### src/rtl/instr_decode_queue.sv
// Decoded-instruction queue: decodes each fetch lane on enqueue and issues in order,
// never separating a control-flow instruction from its delay slot across issue cycles.
package instr_decode_queue_pkg;
  typedef logic [31:0] virt_t;

  typedef enum logic [4:0] {
    OP_INVALID = 5'd0,  OP_NOP   = 5'd1,  OP_SLL   = 5'd2,  OP_ADDU = 5'd3,
    OP_SUBU    = 5'd4,  OP_AND   = 5'd5,  OP_OR    = 5'd6,  OP_XOR  = 5'd7,
    OP_SLT     = 5'd8,  OP_JR    = 5'd9,  OP_ADDIU = 5'd10, OP_LW   = 5'd11,
    OP_SW      = 5'd12, OP_BEQ   = 5'd13, OP_BNE   = 5'd14, OP_J    = 5'd15,
    OP_JAL     = 5'd16, OP_ILLEGAL = 5'd17
  } op_e;

  typedef struct packed {
    op_e         op;
    logic [4:0]  rs;
    logic [4:0]  rt;
    logic [4:0]  rd;
    logic [15:0] imm;
    logic        is_controlflow;
  } decoded_instr_t;

  localparam decoded_instr_t INVALID_INSTR = '{op: OP_INVALID, rs: 5'd0, rt: 5'd0,
                                               rd: 5'd0, imm: 16'd0, is_controlflow: 1'b0};
endpackage

module instr_decode_queue_dec
  import instr_decode_queue_pkg::*;
(
  input  logic [31:0]    instr_i,
  output decoded_instr_t dec_o
);
  logic [5:0] opcode_s;
  logic [5:0] funct_s;

  assign opcode_s = instr_i[31:26];
  assign funct_s  = instr_i[5:0];

  // Register fields are passed through raw; only op and control-flow flag are decoded
  always_comb begin
    dec_o.rs             = instr_i[25:21];
    dec_o.rt             = instr_i[20:16];
    dec_o.rd             = instr_i[15:11];
    dec_o.imm            = instr_i[15:0];
    dec_o.is_controlflow = 1'b0;
    dec_o.op             = OP_ILLEGAL;
    case (opcode_s)
      6'h00: begin
        case (funct_s)
          6'h00: dec_o.op = (instr_i == 32'h0000_0000) ? OP_NOP : OP_SLL;
          6'h08: begin dec_o.op = OP_JR; dec_o.is_controlflow = 1'b1; end
          6'h21: dec_o.op = OP_ADDU;
          6'h23: dec_o.op = OP_SUBU;
          6'h24: dec_o.op = OP_AND;
          6'h25: dec_o.op = OP_OR;
          6'h26: dec_o.op = OP_XOR;
          6'h2a: dec_o.op = OP_SLT;
          default: dec_o.op = OP_ILLEGAL;
        endcase
      end
      6'h02: begin dec_o.op = OP_J;   dec_o.is_controlflow = 1'b1; end
      6'h03: begin dec_o.op = OP_JAL; dec_o.is_controlflow = 1'b1; end
      6'h04: begin dec_o.op = OP_BEQ; dec_o.is_controlflow = 1'b1; end
      6'h05: begin dec_o.op = OP_BNE; dec_o.is_controlflow = 1'b1; end
      6'h09: dec_o.op = OP_ADDIU;
      6'h23: dec_o.op = OP_LW;
      6'h2b: dec_o.op = OP_SW;
      default: dec_o.op = OP_ILLEGAL;
    endcase
  end
endmodule

module instr_decode_queue
  import instr_decode_queue_pkg::*;
#(
  parameter int FETCH_WIDTH = 2,
  parameter int ISSUE_WIDTH = 2,
  parameter int DEPTH       = 8,
  localparam int FN_W  = $clog2(FETCH_WIDTH + 1),
  localparam int ACK_W = $clog2(ISSUE_WIDTH + 1),
  localparam int CNT_W = $clog2(DEPTH + 1),
  localparam int PTR_W = $clog2(DEPTH)
) (
  input  logic                               clk,
  input  logic                               rst_n,
  input  logic                               flush,
  input  logic                               fetch_valid,
  input  logic [FN_W-1:0]                    fetch_num,
  input  virt_t [FETCH_WIDTH-1:0]            fetch_vaddr,
  input  logic [FETCH_WIDTH-1:0][31:0]       fetch_instr,
  output logic                               fetch_ready,
  output logic [ISSUE_WIDTH-1:0]             issue_valid,
  output virt_t [ISSUE_WIDTH-1:0]            issue_vaddr,
  output decoded_instr_t [ISSUE_WIDTH-1:0]   issue_instr,
  input  logic [ACK_W-1:0]                   issue_ack,
  output logic [CNT_W-1:0]                   count
);
  logic [PTR_W-1:0] head_q, head_d, tail_q, tail_d;
  logic [CNT_W-1:0] count_q, count_d;

  decoded_instr_t mem_instr_q [DEPTH];
  virt_t          mem_vaddr_q [DEPTH];

  decoded_instr_t [FETCH_WIDTH-1:0] lane_dec_s;
  logic                 enq_s;
  logic [CNT_W-1:0]     enq_num_s;
  logic [ISSUE_WIDTH:0] present_s;
  logic [ISSUE_WIDTH-1:0] slot_cf_s, slot_valid_s;
  logic [CNT_W-1:0]     n_valid_s, ack_min_s, ack_eff_s;
  logic                 split_s;

  for (genvar l = 0; l < FETCH_WIDTH; l++) begin : g_dec
    instr_decode_queue_dec u_dec (.instr_i(fetch_instr[l]), .dec_o(lane_dec_s[l]));
  end

  assign fetch_ready = (CNT_W'(DEPTH) - count_q) >= CNT_W'(FETCH_WIDTH);

  // Number of lanes written this cycle; oversized fetch_num is clamped to the lane count
  always_comb begin
    enq_s = fetch_valid & fetch_ready & ~flush;
    if (!enq_s) begin
      enq_num_s = '0;
    end else if (fetch_num > FN_W'(FETCH_WIDTH)) begin
      enq_num_s = CNT_W'(FETCH_WIDTH);
    end else begin
      enq_num_s = CNT_W'(fetch_num);
    end
  end

  // Slot validity: a branch without its delay slot in view blocks itself and all later slots
  always_comb begin
    logic blocked_s;
    blocked_s    = 1'b0;
    n_valid_s    = '0;
    present_s    = '0;
    slot_cf_s    = '0;
    slot_valid_s = '0;
    for (int i = 0; i < ISSUE_WIDTH; i++) begin
      present_s[i] = CNT_W'(i) < count_q;
      slot_cf_s[i] = mem_instr_q[head_q + PTR_W'(i)].is_controlflow;
    end
    for (int i = 0; i < ISSUE_WIDTH; i++) begin
      if (!present_s[i]) begin
        blocked_s = 1'b1;
      end else if ((ISSUE_WIDTH > 1) && slot_cf_s[i] && !present_s[i+1]) begin
        blocked_s = 1'b1;
      end else begin
        blocked_s = blocked_s;
      end
      slot_valid_s[i] = ~blocked_s;
      if (!blocked_s) begin
        n_valid_s = n_valid_s + CNT_W'(1);
      end else begin
        n_valid_s = n_valid_s;
      end
    end
  end

  // Effective acknowledge, pulled back by one if it would strand a delay slot
  always_comb begin
    ack_min_s = (CNT_W'(issue_ack) < n_valid_s) ? CNT_W'(issue_ack) : n_valid_s;
    split_s   = 1'b0;
    for (int k = 1; k < ISSUE_WIDTH; k++) begin
      if ((ack_min_s == CNT_W'(k)) && slot_cf_s[k-1] && slot_valid_s[k]) begin
        split_s = 1'b1;
      end else begin
        split_s = split_s;
      end
    end
    ack_eff_s = split_s ? (ack_min_s - CNT_W'(1)) : ack_min_s;
  end

  // Pointer and occupancy next state
  always_comb begin
    if (flush) begin
      head_d  = '0;
      tail_d  = '0;
      count_d = '0;
    end else begin
      head_d  = head_q + PTR_W'(ack_eff_s);
      tail_d  = tail_q + PTR_W'(enq_num_s);
      count_d = count_q + enq_num_s - ack_eff_s;
    end
  end

  // Pointer and occupancy registers
  always_ff @(posedge clk or negedge rst_n) begin
    if (!rst_n) begin
      head_q  <= '0;
      tail_q  <= '0;
      count_q <= '0;
    end else begin
      head_q  <= head_d;
      tail_q  <= tail_d;
      count_q <= count_d;
    end
  end

  // Entry storage, written in lane order at the tail
  always_ff @(posedge clk) begin
    for (int l = 0; l < FETCH_WIDTH; l++) begin
      if (CNT_W'(l) < enq_num_s) begin
        mem_instr_q[tail_q + PTR_W'(l)] <= lane_dec_s[l];
        mem_vaddr_q[tail_q + PTR_W'(l)] <= fetch_vaddr[l];
      end
    end
  end

  // Issue slot contents
  always_comb begin
    for (int i = 0; i < ISSUE_WIDTH; i++) begin
      if (slot_valid_s[i]) begin
        issue_instr[i] = mem_instr_q[head_q + PTR_W'(i)];
        issue_vaddr[i] = mem_vaddr_q[head_q + PTR_W'(i)];
      end else begin
        issue_instr[i] = INVALID_INSTR;
        issue_vaddr[i] = 32'h0000_0000;
      end
    end
  end

  assign issue_valid = slot_valid_s;
  assign count       = count_q;
endmodule

### config.mk
export PLATFORM = sky130hd
export DESIGN_NAME = instr_decode_queue
export DESIGN_NICKNAME = d
export VERILOG_FILES = /design/src/rtl/instr_decode_queue.sv
export SDC_FILE = /design/constraint.sdc
export NUM_CORES = 1
export LEC_CHECK = 0
export BUFFER_PORTS_ARGS = -buffer_cell sky130_fd_sc_hd__buf_2
export CORE_MARGIN = 2
export CORE_UTILIZATION = 55
export DETAILED_ROUTE_END_ITERATION = 16
export GPL_ROUTABILITY_DRIVEN = 0
export GPL_TIMING_DRIVEN = 0
export PLACE_DENSITY = 0.76
export SYNTH_ARGS = -nofsm -noshare
export SYNTH_HDL_FRONTEND = slang
export SYNTH_HIERARCHICAL = 1
export SYNTH_SLANG_ARGS = --single-unit
export TNS_END_PERCENT = 20
### constraint.sdc
create_clock -name clk -period 12.05 [get_ports clk]
set_input_delay 0.6025 -clock clk [delete_from_list [all_inputs] [get_ports clk]]
set_output_delay 0.6025 -clock clk [all_outputs]
set_load 0.1 [all_outputs]
After elaboration in Yosys (flattened, before gate mapping)
Memories as Yosys holds them, arrays and structs flattened. Cells that the tools add are included.

Output and inout bits: 145. Flip-flop bits (word level): 10. Bits in writable memories: 552. Input port bits: 136. Memories kept: 2.

Muxes and demuxes: 32. Bitwise operators: 5. Eq/ne operators: 29. Magnitude comparators: 7. Reduce and logical (&&, ||, !) cells: 12. Add/sub/neg operators: 9.

Memories: mem_instr_q (words 8, bits a word 37, rd ports 2, clocked after Yosys merged registers in 0, wr ports 2, RTL line 101) `decoded_instr_t mem_instr_q [DEPTH];`; mem_vaddr_q (words 8, bits a word 32, rd ports 2, clocked after Yosys merged registers in 0, wr ports 2, RTL line 102) `virt_t mem_vaddr_q [DEPTH];`.

Operator list (number): case mux 5 bit (8 select lines) (4); equality test 6 bit, second input constant (16); two-way mux 37 bit (2); logical NOT 32 bit (2); two-way mux 32 bit (2); equality test 6 x 2 -> 1 bit, second input constant (4); equality test 6 x 3 -> 1 bit, second input constant (4); equality test 6 x 4 -> 1 bit, second input constant (4); logical NOT 6 bit (4); two-way mux 4 bit (5); less-than comparator 1 x 4 -> 1 bit, first input constant (4); two-way mux 1 bit (12); OR reduction 4 bit (2); adder 3 x 1 -> 3 bit, second input constant (2); adder 3 bit (2); two-way mux 2 bit (3); two-way mux 3 bit (2); adder 4 x 1 -> 4 bit, second input constant (1); adder 4 bit (1); equality test 4 x 1 -> 1 bit, second input constant (1); greater-or-equal comparator 4 x 2 -> 1 bit, second input constant (1); less-than comparator 2 x 4 -> 1 bit (1); case mux 1 bit (2 select lines) (2); subtractor 4 x 1 -> 4 bit, second input constant (1); 7 further kinds (12).

Logic depth before layout (Yosys ltp)
Word-level depth: 17. Depth in mapped cells: 26.

Cells and area by module
The synthesis kept the hierarchy.

Modules (own cells, without submodules): instr_decode_queue (instances 1, area an instance 32636.3 sq um, cells each 2011); instr_decode_queue_dec (instances 2, area an instance 735.7 sq um, cells each 106).

Least setup slack after synthesis
Ideal clock, no wire load.

Path type: flip-flop to flip-flop. Start point: register count_q[0] (netlist: count[0]). End point: memory mem_instr_q[2][0] (netlist bit) (enable). Path slack: 3.567 ns. Arrival: 7.884 ns. Path buffers: 1. Cell stages (with the launch flop): 9. Cell sequence: dfrtp_1 > inv_1 > ha_1 > xor2_1 > nand4_1 > nor2b_1 > buf_2 > nand2_1 > o31ai_1.

RTL lines: start, declared (RTL line 99) `logic [CNT_W-1:0] count_q, count_d;`; start signal, assigned (RTL line 195) `count_q <= count_d;`; end, declared (RTL line 101).

Worst setup path after layout
Start point: register head_q[1]. End point: register count_q[3] (netlist: count[3]).

Cells in the longest elaborated chain, start to end: 16.

Ends and longest elaborated chain: start, declared (RTL line 98) `logic [PTR_W-1:0] head_q, head_d, tail_q, tail_d;`; start signal, assigned (RTL line 189) `head_q <= '0;`; start signal, assigned (RTL line 193) `head_q <= head_d;`; memory read (8 x 37 bit) (*); logical AND 1 bit (RTL line 145) `end else if ((ISSUE_WIDTH > 1) && slot_cf_s[i] && !present_s[i+1]) begin`; two-way mux 1 bit (RTL line 145); two-way mux 1 bit (RTL line 143) `if (!present_s[i]) begin`; two-way mux 1 bit (on tied branches) (RTL line 151, 145); adder 4 x 1 -> 4 bit / two-way mux 1 bit (equally long branches) (RTL line 152, 143); two-way mux 4 bit (RTL line 151) `if (!blocked_s) begin`; less-than comparator 2 x 4 -> 1 bit (RTL line 161) `ack_min_s = (CNT_W'(issue_ack) < n_valid_s) ? CNT_W'(issue_ack) : n_valid_s;`; two-way mux 4 bit (RTL line 161); equality test 4 x 1 -> 1 bit (RTL line 164) `if ((ack_min_s == CNT_W'(k)) && slot_cf_s[k-1] && slot_valid_s[k]) begin`; logical AND 1 bit (2 in a row) (RTL line 164); two-way mux 1 bit (RTL line 164); two-way mux 4 bit (*) (RTL line 170) `ack_eff_s = split_s ? (ack_min_s - CNT_W'(1)) : ack_min_s;`; subtractor 4 bit (*) (RTL line 182) `count_d = count_q + enq_num_s - ack_eff_s;`; two-way mux 4 bit (*) (RTL line 175) `if (flush) begin`; via count_d[3] (RTL line 99).

The timed path passes the listed nets; every way through them passes the cells marked *.

==> results.sh <==
export IMPL_synth_edf_count=552
export IMPL_critPathLaunchType="register"
export IMPL_routed_via_density=6.80
export IMPL_hp_class="in2reg"
export IMPL_first_pass_iters=6
export IMPL_drc=0
export IMPL_relSlewSlack_pct=22.7
export IMPL_antenna_found_initial=16
export IMPL_synth_seq_cells=562
export IMPL_cts_tree="done"
export IMPL_yosys_warnings=6
export IMPL_die_x_um=253
export IMPL_run_status="complete, no violations"
export IMPL_synthTopCellsByArea="edfxtp_1 (49%), mux4_2 (18%), mux2_2 (17%)"
export IMPL_worst_pin_slew_ns=1.16
export IMPL_cap_violations=0
export IMPL_grt_pass1_wl_um=155000
export IMPL_period_minus_slack_ns=6.63
export IMPL_async_reset_ff_share_pct=1.78
export IMPL_clockBufferDepth=3
export IMPL_hpwl_um=70900
export IMPL_crit_chain="ha_1 > xor2_2 > mux4_2 > o22a_1 > buf_2 > buf_2 > buf_2 > inv_1 > ha_1 > inv_1 > ha_1 > nor2_1 > o22ai_1 > inv_1 > ha_1 > nor3b_4 > mux2i_1 > fa_1 > ha_1 > a21o_1 > a21oi_1 > xnor2_1 > or4_1 > o21ai_0"
export IMPL_nNetsFinal=2744
export IMPL_arrival_ns=7.18
export IMPL_p_leak_nw=13.5
export IMPL_final_cell_mix="edfxtp_1 (552), mux2_2 (530), buf_2 (352), mux4_2 (275), nand2_1 (157)"
export IMPL_dieArea_um2=64000
export IMPL_antenna_left=0
export IMPL_ir_drop_uv=288
export IMPL_wl_per_cell_um=31.0
export IMPL_start_util_pct=55.5
export IMPL_netlist_area_leader_share_pct=48.6
export IMPL_cp_slowest_stage_delay_ns=0.58
export IMPL_cts_setup_buffers=0
export IMPL_post_synth_cell_area_avg_um2=15.3
export IMPL_final_cells=3443
export IMPL_power_density_nw_per_um2=239
export IMPL_path_delay_family="adder cells"
export IMPL_rr_endpoint="count[3]$_DFF_PN0_"
export IMPL_rows=91
export IMPL_die_h_um=253
export IMPL_grt_max_degree=23
export IMPL_worstHoldStart="fetch_instr[2]"
export IMPL_cp_end_kind="register"
export IMPL_slowest_stage="mux4_2"
export IMPL_ctsResizeCount=0
export IMPL_totalWireLength_um=107000
export IMPL_rr_worst_depth=24
export IMPL_rr_startpoint="head_q[1]$_DFF_PN0_"
export IMPL_grt_overflow_total=0
export IMPL_drtIter0Drc=2912
export IMPL_hold_depth=2
export IMPL_cts_htree_levels=2
export IMPL_via_count=23400
export IMPL_cts_clk_slew_worst_paths_ns=0.07
export IMPL_synthDistinctLibCells=58
export IMPL_ys_seq_area_share_pct=49.3
export IMPL_r2r_slack_ns=5.42
export IMPL_ys_flop_type="edfxtp_1"
export IMPL_layout_commonest_cell="edfxtp_1"
export IMPL_cts_root_buffer="clkbuf_16"
export IMPL_insertion_delay_ns=0.65
export IMPL_hold_viol_final=0
export IMPL_crit_type="reg2reg"
export IMPL_core_um2=61500
export IMPL_cp_buffers_inverters=6
export IMPL_finalSetupViolCount=0
export IMPL_skew_ns=0.0126
export IMPL_synthCells=2223
export IMPL_slew_viol_final=0
export IMPL_required_ns=12.61
export IMPL_syn_num_nets=2379
export IMPL_drive_gt1_share_pct=52.2
export IMPL_dp_cells=3315
export IMPL_grt_use_total_pct=33.5
export IMPL_holdPathEnd="mem_instr_q[7][3]$_DFFE_PP_"
export IMPL_io_pins=281
export IMPL_yosys_area_top_type="edfxtp_1"
export IMPL_cts_sinks=562
export IMPL_port_buffers=269
export IMPL_rsz0062_at_grt="no"
export IMPL_finalCritPeriodShare_pct=55.0
export IMPL_netlist_area_um2=34100
export IMPL_numCtsBuffers=60
export IMPL_grt_pass1_vias=24200
export IMPL_final_util_pct=63.9
export IMPL_path_common_cell="ha_1"
export IMPL_cp_max_fo=10
export IMPL_syn_to_final_growth_pct=15.1
export IMPL_fillers=4472
export IMPL_fmax_mhz=151
==> per-stage QoR <==
step                setup slack (ns)  setup TNS, ns  total power, mW  hold WS [ns]  instance area, um2
floorplan                       3.57              0             6.38         0.307               34100
global placement               -1.81        -515.67             7.45         0.476               36400
detailed placement              5.61              0             7.51         0.488               37300
CTS                             5.48              0             9.37         0.300               39200
global route                    5.04              0             9.66         0.322               39200
finish                          5.42              0             9.38         0.320               39300
==> repair_timing <==
item	4_1_cts	5_1_grt
setup endpoints to repair	0	0
hold buffers	1	0
hold endpoints to repair	10	0
==> cell usage after synthesis, drive strengths merged, types with 6 or more instances <==
cell    number
nor2        94
nor3        12
a21oi       71
o31ai        7
a22oi        6
nand2      157
ha          16
nor4        10
xnor2       11
nand3b       6
xor2         8
buf        177
nand3       14
clkbuf      60
inv         15
nor2b       14
o21ai       19
edfxtp     552
mux2       553
mux4       275
dfrtp       10
mux2i       75
==> cells by family (layout without fill, tap and decap cells) <==
kind of cell,count (synthesis),count (layout),share of synthesized area [%]
multiplexers,903,903,38.6
other,1,16,0.0110
XOR/XNOR,19,19,0.510
adder cells (fa/ha/maj),20,20,0.822
buffers and inverters,252,667,4.01
AO/OA/AOI/OAI,128,128,2.22
AND/OR/NAND/NOR,338,338,4.49
flip-flops,562,562,49.3
==> flip-flops by register name, summed over array words and instances, names as in the netlist <==
name,cells
tail_q,3
count,4
mem_vaddr_q,256
mem_instr_q,296
head_q,3
==> metal layers <==
metal / wire length (um) / share of wire (%) / track usage (%)
met5: 69 / 0.065 / 0
met4: 4780 / 4.5 / 14.7
met3: 12600 / 12 / 8.53
met2: 51800 / 48 / 54.7
met1: 37500 / 35 / 42.4
==> worst max path at each step <==
stage / depth (start not counted) / slack [ns] / to / from
final: 24 / 5.42 / count[3]$_DFF_PN0_ / head_q[1]$_DFF_PN0_
after global routing: 24 / 5.04 / count[3]$_DFF_PN0_ / head_q[1]$_DFF_PN0_
after CTS: 24 / 5.48 / count[3]$_DFF_PN0_ / head_q[1]$_DFF_PN0_
after detailed placement: 24 / 5.61 / count[3]$_DFF_PN0_ / head_q[1]$_DFF_PN0_
after global placement: 6 / -1.81 / mem_instr_q[2][24]$_DFFE_PP_ / count[1]$_DFF_PN0_
after floorplan: 8 / 3.57 / mem_instr_q[2][0]$_DFFE_PP_ / count[0]$_DFF_PN0_
==> layout make-up <==
| cell class | count | area, um2 | area share (%) |
|---|---|---|---|
| Sequential cell | 562 | 16800 | 42.9 |
| Multi-Input combinational cell | 1409 | 16000 | 40.8 |
| Timing Repair Buffer | 303 | 2080 | 5.31 |
| Clock buffer | 73 | 1570 | 4.00 |
| Buffer | 237 | 1310 | 3.34 |
| Tap cell | 790 | 988 | 2.52 |
| Clock inverter | 39 | 373 | 0.950 |
| Inverter | 15 | 56.3 | 0.143 |
| Antenna cell | 15 | 37.5 | 0.0956 |
==> power by group <==
group          internal, mW  switching [mW]  total (mW)
logic                  1.38            3.82        5.21
clock network          1.07           0.805        1.88
registers              2.25          0.0474        2.30
Note: power is estimated with default switching activity, not from simulation.
